File: src/rtl/ni_router_input_port.sv
// Router input port: 8-flit FIFO fed by an upstream sensor NI, XY route
// computation on head flits, and a registered valid/ready offer to the crossbar.
module ni_router_input_port #(
   parameter int unsigned FIFO_DEPTH = 8,
   parameter int unsigned BUSY_LEVEL = 6
) (
   input  logic        clk,
   input  logic        reset,
   input  logic [3:0]  core_address,
   input  logic        in_req,
   input  logic [15:0] in_data,
   output logic        in_bussy,
   output logic        out_valid,
   output logic [15:0] out_data,
   output logic [4:0]  out_port,
   input  logic        out_ready,
   output logic [7:0]  err_cnt,
   output logic        ovf_err
);

   localparam int unsigned PTR_W  = $clog2(FIFO_DEPTH);
   localparam int unsigned CNT_W  = PTR_W + 1;
   localparam int unsigned FLIT_W = 16;
   localparam int unsigned PORT_W = 5;

   typedef enum logic [0:0] {IDLE = 1'b0, SEND = 1'b1} state_t;

   state_t              state, state_d;
   logic [PORT_W-1:0]   route, route_d;
   logic                first, first_d;
   logic                pop, err_inc, wr, run, empty, full;
   logic [FLIT_W-1:0]   mem [FIFO_DEPTH];
   logic [FLIT_W-1:0]   top, top_d;
   logic [PTR_W-1:0]    wr_ptr, rd_ptr, rd_ptr_d;
   logic [CNT_W-1:0]    count, count_d, remain;
   logic                valid_d;
   logic [1:0]          rst_sync;

   // XY routing: resolve X first, then Y, else deliver locally
   function automatic logic [PORT_W-1:0] xy_route(input logic [FLIT_W-1:0] f,
                                                  input logic [3:0] addr);
      logic [1:0] dx, dy, lx, ly;
      dx = f[12:11];
      dy = f[10:9];
      lx = addr[3:2];
      ly = addr[1:0];
      if (dx > lx)      return PORT_W'(5'b00010);
      else if (dx < lx) return PORT_W'(5'b00100);
      else if (dy > ly) return PORT_W'(5'b01000);
      else if (dy < ly) return PORT_W'(5'b10000);
      else              return PORT_W'(5'b00001);
   endfunction

   // Reset release is retimed so no write or pop happens on the release edge
   always_ff @(posedge clk or negedge reset) begin
      if (!reset) rst_sync <= 2'b00;
      else        rst_sync <= {rst_sync[0], 1'b1};
   end

   assign run   = rst_sync[1];
   assign top   = mem[rd_ptr];
   assign empty = (count == '0);
   assign full  = (count == CNT_W'(FIFO_DEPTH));
   assign wr    = run && in_req && !full;

   // FSM next state: route latch on head, discard stray bodies, detect truncation
   always_comb begin
      state_d = state;
      route_d = route;
      first_d = first;
      pop     = 1'b0;
      err_inc = 1'b0;
      case (state)
         IDLE: begin
            if (run && !empty) begin
               if (top[15]) begin
                  route_d = xy_route(top, core_address);
                  first_d = 1'b1;
                  state_d = SEND;
               end else begin
                  pop     = 1'b1;
                  err_inc = 1'b1;
               end
            end
         end
         SEND: begin
            if (out_valid && out_ready) begin
               pop     = 1'b1;
               first_d = 1'b0;
               if (top[13]) state_d = IDLE;
            end else if (!empty && top[15] && !first) begin
               state_d = IDLE;
               err_inc = 1'b1;
            end
         end
         default: state_d = IDLE;
      endcase
   end

   // Look ahead to next-cycle FIFO top so the registered offer streams 1 flit/cycle
   always_comb begin
      count_d  = count + CNT_W'(wr) - CNT_W'(pop);
      rd_ptr_d = rd_ptr + PTR_W'(pop);
      remain   = count - CNT_W'(pop);
      top_d    = (remain == '0) ? in_data : mem[rd_ptr_d];
      valid_d  = run && (state == SEND) && (state_d == SEND) && (count_d != '0)
                 && !(top_d[15] && !first_d);
   end

   // FSM and route registers
   always_ff @(posedge clk or negedge reset) begin
      if (!reset) begin
         state <= IDLE;
         route <= '0;
         first <= 1'b0;
      end else begin
         state <= state_d;
         route <= route_d;
         first <= first_d;
      end
   end

   // FIFO storage; contents are don't-care until written
   always_ff @(posedge clk) begin
      if (wr) mem[wr_ptr] <= in_data;
   end

   // FIFO pointers and occupancy
   always_ff @(posedge clk or negedge reset) begin
      if (!reset) begin
         wr_ptr <= '0;
         rd_ptr <= '0;
         count  <= '0;
      end else begin
         wr_ptr <= wr_ptr + PTR_W'(wr);
         rd_ptr <= rd_ptr_d;
         count  <= count_d;
      end
   end

   // Error counter (saturating) and sticky overflow flag
   always_ff @(posedge clk or negedge reset) begin
      if (!reset) begin
         err_cnt <= '0;
         ovf_err <= 1'b0;
      end else begin
         if (err_inc && (err_cnt != 8'hFF)) err_cnt <= err_cnt + 8'd1;
         if (run && in_req && full)         ovf_err <= 1'b1;
      end
   end

   // Registered outputs toward upstream NI and crossbar
   always_ff @(posedge clk or negedge reset) begin
      if (!reset) begin
         in_bussy  <= 1'b0;
         out_valid <= 1'b0;
         out_data  <= '0;
         out_port  <= '0;
      end else begin
         in_bussy  <= (count_d >= CNT_W'(BUSY_LEVEL));
         out_valid <= valid_d;
         out_data  <= valid_d ? top_d : '0;
         out_port  <= valid_d ? route : '0;
      end
   end

endmodule

File: config.mk
export PLATFORM = sky130hd
export DESIGN_NAME = ni_router_input_port
export DESIGN_NICKNAME = d
export VERILOG_FILES = /design/src/rtl/ni_router_input_port.sv
export SDC_FILE = /design/constraint.sdc
export NUM_CORES = 1
export LEC_CHECK = 0
export CORE_MARGIN = 3
export CORE_UTILIZATION = 32
export DETAILED_ROUTE_END_ITERATION = 10
export SYNTH_ARGS = -nofsm -noshare
export SYNTH_HDL_FRONTEND = slang
export SYNTH_SLANG_ARGS = --single-unit
File: constraint.sdc
create_clock -name clk -period 3.4 [get_ports clk]
set_input_delay 1.02 -clock clk [delete_from_list [all_inputs] [get_ports clk]]
set_output_delay 1.02 -clock clk [all_outputs]
set_load 0.03 [all_outputs]
==> results_dict.tcl <==
set metrics [dict create \
    status "complete, no violations" \
    antenna_found_initial 0 \
    start_util_pct 33.2 \
    area_delta_synth_final_pct 31.0 \
    setup_viol 0 \
    dieArea_um2 25800 \
    cp_max_fo 8 \
    min_period_ns 3.34 \
    post-synth-top-area-fraction_pct 50.3 \
    ys_top_cells_by_area "edfxtp_1 (50%), dfrtp_1 (17%), mux4_2 (12%), mux2i_1 (2.9%), ha_1 (2.8%)" \
    required_ns 3.74 \
    hold_path_class "flop to flop" \
    viasPerCell 4.89 \
    rsz0062_at_grt "yes" \
    grt_pass1_vias 4798 \
    critPathLaunchType "flop" \
    clkTransAtPathRegs_ns 0.07 \
    crit_path_end_kind "flop" \
    cts.path.max_buffers 2 \
    p_per_area_nw_per_um2 928 \
    routed_wl_um 17300 \
    synthArstFlopShare_pct 28.5 \
    slew-limit-headroom_pct 52.8 \
    synth.net_count 476 \
    setup_tns_ns 0 \
    slowest_stage "dfrtp_1" \
    dp_hpwl_um 12000 \
    grt_pass1_wl_um 27300 \
    synth-seq-cells 179 \
    htreeDepth 4 \
    cp_common_cell "inv_2" \
    design_area_um2 10000 \
    fillers 2015 \
    clock_sinks 179 \
    drc 0 \
    ioPinCount 56 \
    via_count 4384 \
    path_cells "inv_2 -> ha_2 -> nor3b_4 -> nor3_2 -> nand2_1 -> nand2_2 -> ha_4 -> inv_2 -> ha_4 -> inv_2 -> fa_2 -> xor2_4 -> nor4_4 -> a211oi_2 -> nand4_4 -> buf_12 -> a211oi_2" \
    cts_buffers 17 \
    fin_util_pct 43.5 \
    multi_input_area_um2 2570 \
    yosysSeqAreaShare_pct 67.0 \
    timing.fmax_ghz 0.300 \
    die_h_um 161 \
    die_x_um 161 \
    drt-initial-drc-count 350 \
    leakage_nw 3.73 \
    cp_top_family "simple AND/OR/NAND/NOR gates" \
    slew_viol_final 0 \
    crit_type "flop to flop" \
    syn-instance-count 434 \
    fp-row-count 55 \
    fin_nets 612 \
    path_buf_inv 4 \
    skew_ns 0.00991 \
    grt_max_degree 52 \
    yosysWarnings 0 \
    hold_violations 0 \
    route.detailed.wl_per_inst_um 19.3 \
    synth.distinct_cells 46 \
    synth_ff_type "edfxtp_1" \
    p_total_mw 9.30 \
    io_buffers 55 \
    fp.coreArea_um2 23100 \
    drv_cap 0 \
    yosys.area.top_type "edfxtp_1" \
    drive_above_1_share_pct 35.7 \
    mappedNetlistArea_um2 7640 \
    syn_avg_cell_area_um2 17.6 \
    post-route-period-util_pct 98.1 \
    grt_remaining_overflow 0 \
    placed_cell_area_um2 9020 \
    cp.arrival_ns 3.68 \
    grt_usage_pct 13.9 \
    gp_congestion 0.758 \
    worstMarginPinSlew_ns 0.708 \
    ant_nets 0 \
    synth_edf_count 128 \
    clock_latency_ns 0.43 \
    firstDrtPassIters 5 \
    critical_path.max_stage_delay_ns 0.37 \
    antennaDiodeCount 0 \
    seq_area_um2 5120 \
    cts_tree "yes" \
    ir_drop_mv 0.345 \
    cts_root_buf "clkbuf_16" \
]
-- synthesized netlist by cell type, types with 2 or more instances --
master,instances
xor2_1,3
mux2i_1,22
a211oi_1,8
clkbuf_1,7
dfrtp_1,51
and3_1,7
xnor2_1,8
nand4_1,2
mux4_2,42
nand2_1,16
edfxtp_1,128
nand2b_1,4
nand3b_1,3
a21o_1,5
nor2_1,9
nand3_1,10
a211oi_2,10
buf_2,7
inv_1,17
buf_6,4
and2_1,5
mux2_2,6
ha_1,17
a21oi_1,19
nor3_1,3
-- through the flow --
step | instances | worst slack (ns) | hold WS (ns)
final | 896 | 0.0637 | 0.345
after global placement | 843 | -0.602 | 0.333
after floorplan | 434 | 0.0288 | 0.331
after global routing | 896 | -0.119 | 0.362
after CTS | 890 | -0.0244 | 0.346
after detailed placement | 843 | -0.696 | 0.336
-- sequential cells by signal, indices dropped and copies added (netlist names) --
signal / cells
count: 4
err_cnt: 8
first: 1
in_bussy: 1
mem: 128
out_data: 16
out_port: 5
out_valid: 1
ovf_err: 1
rd_ptr: 3
route: 5
rst_sync: 2
state: 1
wr_ptr: 3
-- layout make-up --
| cell class | count | share of cell area (%) |
|---|---|---|
| Clock buffer | 20 | 4.66 |
| Tap cell | 313 | 3.91 |
| Clock inverter | 12 | 1.81 |
| Sequential cell | 179 | 51.1 |
| Timing Repair Buffer | 136 | 12.2 |
| Inverter | 17 | 0.637 |
| Multi-Input combinational cell | 219 | 25.6 |
-- layer usage --
layer	up-vias	global-route usage, %	routed length, um
li1	1981	-	-
met1	2300	17.3	7300
met2	89	24.3	9110
met3	14	3.48	697
met4	0	3.51	141
met5	-	0	0
-- final timing paths --
kind / start / to / slack, ns / cells after the start
setup reg to reg: count[2] / out_data[13] / 0.06 / 17
hold reg to reg: rst_sync[0] / rst_sync[1] / 0.35 / 0
hold / removal: rst_sync[0] / rst_sync[1] / 0.35 / 0
min in group asynchronous: reset / in_bussy / 0.73 / 2
max in group asynchronous: reset / rd_ptr[1] / 2.16 / 2
setup / recovery: count[2] / out_data[13] / 0.06 / 17
-- repair_timing --
action	in CTS	in global routing
endpoints found under the hold margin	0	0
setup endpoints to repair	21	22
hold buffers	0	0
pin swaps	10	13
buffers inserted	16	7
resized for setup	22	18
-- worst reg2reg max path, stage by stage, from the launching register on --
cell,delay (ns)
dfrtp_1,0.37
inv_2,0.05
ha_2,0.17
nor3b_4,0.15
nor3_2,0.23
nand2_1,0.10
nand2_2,0.11
ha_4,0.21
inv_2,0.07
ha_4,0.13
inv_2,0.03
fa_2,0.37
xor2_4,0.24
nor4_4,0.08
a211oi_2,0.30
nand4_4,0.24
buf_12,0.23
a211oi_2,0.18
-- power by group --
group,switching (mW),internal [mW]
combinational,2.13,2.19
clock,0.857,1.25
sequential,0.205,2.68
total,3.19,6.11
-- cell usage in the layout (no fill, tap or decap), drive strengths merged, types with 11 or more instances in the layout --
master | netlist | layout
edfxtp | 128 | 128
mux2i | 23 | 23
nand3 | 11 | 11
mux4 | 42 | 42
buf | 12 | 82
inv | 17 | 25
a21oi | 19 | 19
a211oi | 18 | 18
nand2 | 16 | 16
clkbuf | 7 | 20
ha | 17 | 17
dfrtp | 51 | 51
clkdlybuf4s50 | 0 | 53
-- cells by family after synthesis --
group	Yosys count	synth area share, %
flops	179	67.0
fa+ha+maj	18	3.04
simple gates	66	4.78
compound gates	51	5.11
other cells	1	0.0491
xor+xnor	11	1.26
mux	72	16.5
buf+inv	36	2.32
No activity file was read; power rests on OpenSTA's default activity.
